$ cat src/rtl/dm_cache_ctrl_if.sv
// CPU load/store port and main-memory port of dm_cache_ctrl, bundled as one interface.
// master = cache controller view, slave = CPU/memory environment view.
interface dm_cache_ctrl_if #(
  parameter int unsigned ADDR_W = 32,
  parameter int unsigned DATA_W = 32
);
  logic              cpu_read;
  logic              cpu_write;
  logic [ADDR_W-1:0] cpu_address;
  logic [DATA_W-1:0] cpu_writedata;
  logic [DATA_W-1:0] cpu_readdata;
  logic              cpu_busywait;

  logic              mem_read;
  logic              mem_write;
  logic [ADDR_W-1:0] mem_address;
  logic [DATA_W-1:0] mem_writedata;
  logic [DATA_W-1:0] mem_readdata;
  logic              mem_busywait;

  modport master (
    input  cpu_read, cpu_write, cpu_address, cpu_writedata,
    output cpu_readdata, cpu_busywait,
    output mem_read, mem_write, mem_address, mem_writedata,
    input  mem_readdata, mem_busywait
  );

  modport slave (
    output cpu_read, cpu_write, cpu_address, cpu_writedata,
    input  cpu_readdata, cpu_busywait,
    input  mem_read, mem_write, mem_address, mem_writedata,
    output mem_readdata, mem_busywait
  );
endinterface

$ cat src/rtl/dm_cache_ctrl.sv
// Direct-mapped, write-back, write-allocate, one-word-per-line data cache controller.
// Optional hit/miss statistics counters are enabled with `define CACHE_STATS_EN.
module dm_cache_ctrl #(
  parameter int unsigned ADDR_W     = 32,
  parameter int unsigned DATA_W     = 32,
  parameter int unsigned INDEX_BITS = 3
) (
  input  logic                  clk,
  input  logic                  reset,
  dm_cache_ctrl_if.master       bus
`ifdef CACHE_STATS_EN
  ,
  output logic [31:0]           hit_count,
  output logic [31:0]           miss_count
`endif
);
  localparam int unsigned LINES = 1 << INDEX_BITS;
  localparam int unsigned TAG_W = ADDR_W - INDEX_BITS - 2;

  typedef enum logic [1:0] {IDLE, WRITEBACK, ALLOCATE} state_e;

  state_e            state_q, state_d;
  logic [DATA_W-1:0] data_q [LINES];
  logic [DATA_W-1:0] data_d [LINES];
  logic [TAG_W-1:0]  tag_q  [LINES];
  logic [TAG_W-1:0]  tag_d  [LINES];
  logic [LINES-1:0]  valid_q, valid_d, dirty_q, dirty_d;
  logic              mem_read_q, mem_read_d, mem_write_q, mem_write_d;
  logic [ADDR_W-1:0] mem_address_q, mem_address_d;
  logic [DATA_W-1:0] mem_writedata_q, mem_writedata_d;

  logic [INDEX_BITS-1:0] idx;
  logic [TAG_W-1:0]      cpu_tag;
  logic                  req, hit, busy;
  logic [DATA_W-1:0]     readdata;
  logic [1:0]            unused_byte_offset;

  assign idx                = bus.cpu_address[INDEX_BITS+1:2];
  assign cpu_tag            = bus.cpu_address[ADDR_W-1:INDEX_BITS+2];
  assign unused_byte_offset = bus.cpu_address[1:0];
  assign req                = bus.cpu_read | bus.cpu_write;
  assign hit                = valid_q[idx] && (tag_q[idx] == cpu_tag);

  always_comb begin
    state_d         = state_q;
    data_d          = data_q;
    tag_d           = tag_q;
    valid_d         = valid_q;
    dirty_d         = dirty_q;
    mem_read_d      = mem_read_q;
    mem_write_d     = mem_write_q;
    mem_address_d   = mem_address_q;
    mem_writedata_d = mem_writedata_q;
    busy            = 1'b0;
    readdata        = '0;
    unique case (state_q)
      IDLE: begin
        if (req) begin
          if (hit) begin
            if (bus.cpu_write) begin
              data_d[idx]  = bus.cpu_writedata;
              dirty_d[idx] = 1'b1;
            end else begin
              readdata = data_q[idx];
            end
          end else begin
            busy = 1'b1;
            if (valid_q[idx] && dirty_q[idx]) begin
              state_d         = WRITEBACK;
              mem_write_d     = 1'b1;
              mem_address_d   = {tag_q[idx], idx, 2'b00};
              mem_writedata_d = data_q[idx];
            end else begin
              state_d       = ALLOCATE;
              mem_read_d    = 1'b1;
              mem_address_d = {cpu_tag, idx, 2'b00};
            end
          end
        end
      end
      WRITEBACK: begin
        busy = 1'b1;
        if (!bus.mem_busywait) begin
          state_d       = ALLOCATE;
          mem_write_d   = 1'b0;
          mem_read_d    = 1'b1;
          mem_address_d = {cpu_tag, idx, 2'b00};
        end
      end
      ALLOCATE: begin
        busy = 1'b1;
        if (!bus.mem_busywait) begin
          state_d      = IDLE;
          mem_read_d   = 1'b0;
          data_d[idx]  = bus.mem_readdata;
          tag_d[idx]   = cpu_tag;
          valid_d[idx] = 1'b1;
          dirty_d[idx] = 1'b0;
        end
      end
      default: state_d = IDLE;
    endcase
  end

  always_ff @(posedge clk or negedge reset) begin
    if (!reset) begin
      state_q         <= IDLE;
      valid_q         <= '0;
      dirty_q         <= '0;
      mem_read_q      <= 1'b0;
      mem_write_q     <= 1'b0;
      mem_address_q   <= '0;
      mem_writedata_q <= '0;
    end else begin
      state_q         <= state_d;
      valid_q         <= valid_d;
      dirty_q         <= dirty_d;
      mem_read_q      <= mem_read_d;
      mem_write_q     <= mem_write_d;
      mem_address_q   <= mem_address_d;
      mem_writedata_q <= mem_writedata_d;
    end
  end

  // Line storage needs no reset: a line is only observable once its valid bit is set.
  always_ff @(posedge clk) begin
    data_q <= data_d;
    tag_q  <= tag_d;
  end

  // A request held during reset would otherwise look like a miss.
  assign bus.cpu_busywait  = busy & reset;
  assign bus.cpu_readdata  = readdata;
  assign bus.mem_read      = mem_read_q;
  assign bus.mem_write     = mem_write_q;
  assign bus.mem_address   = mem_address_q;
  assign bus.mem_writedata = mem_writedata_q;

`ifdef CACHE_STATS_EN
  logic [31:0] hit_count_q, hit_count_d, miss_count_q, miss_count_d;
  logic        filled_q, filled_d;

  // The retried access right after a fill hits, but belongs to the miss already counted.
  always_comb begin
    filled_d     = (state_q == ALLOCATE) && !bus.mem_busywait;
    hit_count_d  = hit_count_q;
    miss_count_d = miss_count_q;
    if (state_q == IDLE && req) begin
      if (hit && !filled_q) hit_count_d = hit_count_q + 32'd1;
      if (!hit)             miss_count_d = miss_count_q + 32'd1;
    end
  end

  always_ff @(posedge clk or negedge reset) begin
    if (!reset) begin
      hit_count_q  <= '0;
      miss_count_q <= '0;
      filled_q     <= 1'b0;
    end else begin
      hit_count_q  <= hit_count_d;
      miss_count_q <= miss_count_d;
      filled_q     <= filled_d;
    end
  end

  assign hit_count  = hit_count_q;
  assign miss_count = miss_count_q;
`endif
endmodule

$ cat src/flat_wrapper.sv
// flat-port wrapper written by rule: the top's interface ports become plain ports
module dm_cache_ctrl_flat 
#(
  parameter int unsigned ADDR_W     = 32,
  parameter int unsigned DATA_W     = 32,
  parameter int unsigned INDEX_BITS = 3
)
  (clk, reset, bus_cpu_read, bus_cpu_write, bus_cpu_address, bus_cpu_writedata, bus_cpu_readdata, bus_cpu_busywait, bus_mem_read, bus_mem_write, bus_mem_address, bus_mem_writedata, bus_mem_readdata, bus_mem_busywait);
  dm_cache_ctrl_if #(.ADDR_W(ADDR_W), .DATA_W(DATA_W)) bus_i ();
  input  logic clk;
  input  logic reset;
  input wire logic [$bits(bus_i.cpu_read)-1:0] bus_cpu_read;
  input wire logic [$bits(bus_i.cpu_write)-1:0] bus_cpu_write;
  input wire logic [$bits(bus_i.cpu_address)-1:0] bus_cpu_address;
  input wire logic [$bits(bus_i.cpu_writedata)-1:0] bus_cpu_writedata;
  output wire logic [$bits(bus_i.cpu_readdata)-1:0] bus_cpu_readdata;
  output wire logic [$bits(bus_i.cpu_busywait)-1:0] bus_cpu_busywait;
  output wire logic [$bits(bus_i.mem_read)-1:0] bus_mem_read;
  output wire logic [$bits(bus_i.mem_write)-1:0] bus_mem_write;
  output wire logic [$bits(bus_i.mem_address)-1:0] bus_mem_address;
  output wire logic [$bits(bus_i.mem_writedata)-1:0] bus_mem_writedata;
  input wire logic [$bits(bus_i.mem_readdata)-1:0] bus_mem_readdata;
  input wire logic [$bits(bus_i.mem_busywait)-1:0] bus_mem_busywait;
  assign bus_i.cpu_read = bus_cpu_read;
  assign bus_i.cpu_write = bus_cpu_write;
  assign bus_i.cpu_address = bus_cpu_address;
  assign bus_i.cpu_writedata = bus_cpu_writedata;
  assign bus_cpu_readdata = bus_i.cpu_readdata;
  assign bus_cpu_busywait = bus_i.cpu_busywait;
  assign bus_mem_read = bus_i.mem_read;
  assign bus_mem_write = bus_i.mem_write;
  assign bus_mem_address = bus_i.mem_address;
  assign bus_mem_writedata = bus_i.mem_writedata;
  assign bus_i.mem_readdata = bus_mem_readdata;
  assign bus_i.mem_busywait = bus_mem_busywait;
  dm_cache_ctrl #(.ADDR_W(ADDR_W), .DATA_W(DATA_W), .INDEX_BITS(INDEX_BITS)) u_core (.clk(clk), .reset(reset), .bus(bus_i));
endmodule
$ cat config.mk
export PLATFORM = sky130hd
export DESIGN_NAME = dm_cache_ctrl_flat
export DESIGN_NICKNAME = d
export VERILOG_FILES = /design/src/rtl/dm_cache_ctrl_if.sv /design/src/rtl/dm_cache_ctrl.sv /design/src/flat_wrapper.sv
export SDC_FILE = /design/constraint.sdc
export NUM_CORES = 1
export LEC_CHECK = 0
export ABC_AREA = 1
export CELL_PAD_IN_SITES_DETAIL_PLACEMENT = 0
export CELL_PAD_IN_SITES_GLOBAL_PLACEMENT = 1
export CORE_ASPECT_RATIO = 1.5
export CORE_UTILIZATION = 35
export DETAILED_ROUTE_END_ITERATION = 10
export GPL_ROUTABILITY_DRIVEN = 0
export GPL_TIMING_DRIVEN = 0
export PLACE_DENSITY = 0.68
export SLEW_MARGIN = 20
export SYNTH_ARGS = -nofsm -noshare
export SYNTH_HDL_FRONTEND = slang
export SYNTH_SLANG_ARGS = --single-unit
$ cat constraint.sdc
create_clock -name clk -period 3.8 [get_ports clk]
set_input_delay 0.76 -clock clk [delete_from_list [all_inputs] [get_ports clk]]
set_output_delay 0.76 -clock clk [all_outputs]
set_load 0.02 [all_outputs]
# [Word-level counts from Yosys, hierarchy flattened]
# Index checks and enable logic that the tools add are counted.
[op_classes] n_addsub=0 multipliers=0 n_div=0 order_cmp=4 n_eq_ne=11 shifts=0 n_mux=57 bitwise_logic=9 reduce_logical=16
[ops] op="256-bit 2-to-1 mux" n=4
[ops] op="256-bit bitwise mux" n=2
[ops] op="256-bit one-hot mux with 2 select lines" n=1
[ops] op="32-bit 2-to-1 mux" n=11
[ops] op="216-bit bitwise mux" n=1
[ops] op="32-bit binary-select mux with 3-bit select" n=1
[ops] op="32-bit demux with 3-bit select" n=1
[ops] op="27-bit binary-select mux with 3-bit select" n=1
[ops] op="27-bit demux with 3-bit select" n=1
[ops] op="27-bit 2-to-1 mux" n=3
[ops] op="32-bit one-hot mux with 2 select lines" n=1
[ops] op="8-bit 2-to-1 mux" n=4
[ops] op="27-bit equality test" n=1
[ops] op="8-bit OR" n=2
[ops] op="8-bit one-hot mux with 2 select lines" n=1
[ops] op="1-bit 2-to-1 mux" n=13
[ops] op="4-bit AND reduction" n=3
[ops] op="2-bit 2-to-1 mux" n=5
[ops] op="2-bit inequality test, second input constant" n=5
[ops] op="5-bit AND reduction" n=2
[ops] op="8-bit AND" n=1
[ops] op="8-bit NOT" n=1
[ops] op="1-bit binary-select mux with 3-bit select" n=2
[ops] op="2-bit by 1-bit inequality test with 1-bit output, second input constant" n=3
[ops] op="21 further kinds" n=27
[word_totals] ff_bits=556 latch_bits=0 ram_bits=0 romBits=0 output_inout_bits=99 mem_count=0

# [Depth between registers and ports, before layout]
[depth] depth_word=10 depth_mapped=21

# [Least setup slack after synthesis]
# OpenSTA, ideal clock, no wires.
[synth_timing] kind="input -> register" from="in bus_cpu_address[2]" to="reg u_core.tag_q[27] (netlist name) (enable)" arrival_ns=3.323 path_slack_ns=0.066 path_stages=8 cell_sequence="buf_6 buf_2 buf_6 nor2_2 clkbuf_1 clkinv_1 clkbuf_1 nor2_1"
[synth_rtl] element="start: declaration" line="flat_wrapper.sv:14" source="input wire logic [$bits(bus_i.cpu_address)-1:0] bus_cpu_address;"
[synth_rtl] element="end signal: assignment" line="dm_cache_ctrl.sv:128" source="tag_q <= tag_d;"
[synth_rtl] element="end: declaration" line="dm_cache_ctrl.sv:25" source="logic [TAG_W-1:0] tag_q [LINES];"

# [Worst setup path in the final report]
[layout_timing] from="in bus_cpu_address[3]" to="out bus_cpu_readdata[28]"
[layout_between] elab_chain_len=9 word_cells_on_any_way=15
[layout_lines] element="3-bit NOT with 4-bit output (implied by the code)" line="dm_cache_ctrl.sv:42, dm_cache_ctrl.sv:64"
[layout_lines] element="27-bit binary-select mux with 3-bit select" line="dm_cache_ctrl.sv:42" source="assign hit = valid_q[idx] && (tag_q[idx] == cpu_tag);"
[layout_lines] element="27-bit 2-to-1 mux (implied by the code) (2 in a row)" line="dm_cache_ctrl.sv:42"
[layout_lines] element="27-bit equality test" line="dm_cache_ctrl.sv:42"
[layout_lines] element="1-bit logical AND" line="dm_cache_ctrl.sv:42"
[layout_lines] element="32-bit 2-to-1 mux *" line="dm_cache_ctrl.sv:59" source="if (hit) begin"
[layout_lines] element="32-bit 2-to-1 mux *" line="dm_cache_ctrl.sv:58" source="if (req) begin"
[layout_lines] element="32-bit 2-to-1 mux *" line="dm_cache_ctrl.sv:56" source="unique case (state_q)"
[layout_lines] element="end: declaration" line="flat_wrapper.sv:16" source="output wire logic [$bits(bus_i.cpu_readdata)-1:0] bus_cpu_readdata;"
# Mark *: on every way between the ends. The rest lies on a longest branch, timed or not. The select of a mux whose other input is x is not followed.

==> summary.txt <==
Power and ir drop
  • Max rail drop VDD: 0.0003980 V
  • Design Power: 17060 uW
  • Power density over the cells: 556.2 nW/um2
  • Pleak: 0.01210 uW

STA
  • TNS Setup: -1.571 ns
  • Slew at the pin closest to its max-slew limit: 0.9568 ns
  • Max-slew violations: 0
  • Endpoints failing setup: 32
  • Hold Fails Final Rpt: 0
  • Fmax: 256.2 MHz
  • PnR worst setup slack: -0.1036 ns
  • Fin crit period: 3.904 ns
  • RSZ-0062 raised after global routing: yes
  • Final period util: 102.7%
  • Worst slew margin: 34.39%
  • Max Clock Skew: 0.02150 ns

Job
  • Max_cap viols: 0

Critical path
  • Cell repeated most along the worst path: buf_6
  • CP required: 3.04 ns
  • R2R Setup Slk: 0.18 ns
  • Startpoint Class: input pin
  • Worst r2r src: u_core.state_q[0]
  • Critical Path Sink Type: output port
  • Path depth of the worst reg2reg path: 7
  • Slowest cell on the critical path: a221oi_1
  • CP peak stage delay: 0.53 ns
  • Max FO, Critical Path: 10
  • Crit path cell chain: buf_12, buf_8, nor2_4, buf_6, clkbuf_16, nand2_4, clkinv_2, clkbuf_2, a22o_1, a221oi_1, a21oi_4, buf_6
  • CP Class: input pin to output port
  • Arrival time at the worst endpoint: 3.14 ns
  • Critical R2R Capture: u_core.tag_q[93]

Final layout
  • Final Cell Area: 30660 um2
  • Multi-input gate area: 7048 um2
  • Area growth from synthesis to layout: 27.27%
  • Layout Nets: 2639
  • Diode count: 0
  • Fillers: 6377
  • Register Area: 16230 um2
  • Share of post-route cells with drive strength above 1: 15.52%
  • Final instance count without filler cells: 3469

Yosys
  • Most frequent cell after synthesis: nand2_1
  • Post-synth EDFFs: 472
  • Synthesized instance count: 2233
  • Seq/Total Area, Yosys: 67.35%
  • Top-area cell type share of the netlist area: 58.83%
  • Unique masters post-synth: 37
  • Area leader, netlist: edfxtp_1
  • Yosys reg bits: 554
  • Mapped cell area: 24090 um2
  • Post-synthesis async set-or-reset flop share: 14.80%
  • Synth area leaders: edfxtp_1, dfrtp_1, nand2_1
  • Syn. warnings: 0
  • Most common flop cell mapped by yosys: edfxtp_1
  • Syn Area/Cell: 10.79 um2
  • Top post-synthesis cells by count: nand2_1, edfxtp_1, nor2_1, inv_1, nand3_1

Route
  • Drt pass-1 iters: 6
  • Routed WL per cell: 23.15 um
  • Final WL: 80310 um
  • ANT nets after route: 0
  • Via count: 17860
  • First DRT Iteration DRCs: 1503
  • Vias per std cell: 5.149
  • Drc violations: 0

Floorplanning
  • Rows: 117
  • I/O pin count: 200
  • Die span in x: 216.2 um
  • Die Height: 323.3 um
  • Die area: 69910 um2
  • Core Box Area: 67930 um2
  • Starting Density: 35.47%

GRT
  • First-pass GRT wire length: 115900 um
  • GRT Total Usage: 22.83%
  • Initial antenna violation count: 0
  • Largest net degree at the start of global routing: 68
  • Vias in the first global route: 17640
  • Gr ovfl total: 0

Outcome
  • Outcome: complete, but fails checks
  • Failing checks: negative setup slack

Placement
  • Post-Place Cells: 3336
  • Port Buf Inserts: 193
  • Hpwl dp: 54950 um
  • Placed inst area: 27610 um2

Clock network
  • CTS clock-pin slew for the worst setup and hold paths: 0.07 ns
  • CTS root buffer: clkbuf_16
  • Num CTS Buffers: 51
  • Clk buf depth: 3
  • Htree depth: 2
  • Clk sinks: 554
  • TritonCTS clock tree: done
  • Clock insertion delay at the later pin of the skew report: 0.62 ns

Worst hold path
  • Hold path start: u_core.valid_q[6]
  • WHS Endpoint: u_core.valid_q[6]
  • Hold path cells: 2
  • Worst Hold Class: flop to flop
## cell usage in the layout (no fill, tap or decap), types with 32 or more instances in the layout
cell / instances
nand2_1: 482
edfxtp_1: 472
nor2_1: 302
inv_1: 215
clkdlybuf4s50_1: 152
nand3_1: 104
dfrtp_1: 82
a22o_1: 61
clkbuf_16: 57
buf_6: 55
o21ai_1: 51
o21ai_0: 48
clkbuf_1: 45
buf_4: 43
a221oi_1: 37
mux2i_1: 32
## how the worst max path moves through the flow
stage	start	to	slack, ns	cells past startpoint
floorplan	bus_cpu_address[2]	u_core.tag_q[27]	0.07	8
global placement	bus_cpu_address[3]	u_core.tag_q[89]	-3.21	10
detailed placement	bus_cpu_address[3]	bus_cpu_readdata[8]	-2.19	13
CTS	bus_cpu_address[2]	bus_cpu_readdata[1]	-0.07	18
global route	bus_cpu_address[3]	bus_cpu_readdata[1]	-0.19	19
finish	bus_cpu_address[3]	bus_cpu_readdata[28]	-0.10	12
## through the flow
step                util [%]  hold slack, ns  setup slack [ns]
floorplan                  -          0.4240           0.06598
global placement       39.96          0.4380            -3.209
detailed placement     40.64          0.4424            -2.194
CTS                    44.64          0.4352          -0.07221
global route           45.14          0.4666           -0.1935
finish                 45.14          0.4559           -0.1036
## sequential cells by signal (all words and copies together) (netlist names), named ones only
| signal | count |
|---|---|
| u_core.bus.mem_write | 1 |
| u_core.valid_q | 8 |
| u_core.data_q | 256 |
| u_core.bus.mem_writedata | 32 |
| u_core.state_q | 2 |
| u_core.tag_q | 216 |
| u_core.bus.mem_address | 30 |
| u_core.bus.mem_read | 1 |
## cell type report
| cell class | count | area share (%) |
|---|---|---|
| Clock buffer | 67 | 4.456 |
| Timing Repair Buffer | 249 | 9.177 |
| Inverter | 239 | 3.024 |
| Tap cell | 892 | 3.640 |
| Buffer | 113 | 2.840 |
| Multi-Input combinational cell | 1326 | 22.99 |
| Sequential cell | 554 | 52.92 |
| Clock inverter | 29 | 0.9630 |
## routing by layer
layer  global-route usage (%)  up-vias  routed length, um
met5                        0        -                  0
met4                    9.499        0               3489
li1                         -     8180                  -
met3                    2.924      161               4964
met2                    41.44      722              41550
met1                    27.03     8800              30310
## worst max-delay path, delay by kind of cell
kind / cells / cell delay [ns]
AO/OA/AOI/OAI: 3 / 0.92
buffers and inverters: 7 / 1.23
AND/OR/NAND/NOR: 2 / 0.22
## cell families (layout without fill, tap and decap cells)
family	Yosys count	in the layout	synth area share, %
AOI/OAI and AO/OA	258	258	7.364
xor gates and xnor gates	1	1	0.03636
adders and majority gates	4	4	0.2077
buffers and inverters	354	697	6.268
DFF	554	554	67.35
muxes	32	32	1.329
other	1	2	0.01556
and+or+nand+nor	1029	1029	17.43
## power by group
group          leakage [uW]  total [uW]  internal [uW]  switching (uW)
clock network      0.000810        5220           2890            2340
logic               0.00603        4300           1540            2760
registers           0.00526        7530           7250             285
total                0.0121       17100          11700            5380
## repair_timing
action / in CTS / in global routing
buffers inserted: 34 / 2
endpoints found under the hold margin: 16 / 0
setup endpoints to repair: 397 / 86
cloned: 2 / 1
hold buffers: 1 / 0
gates resized for setup: 405 / 87
pin swaps: 40 / 41
No activity file was read; power rests on OpenSTA's default activity.
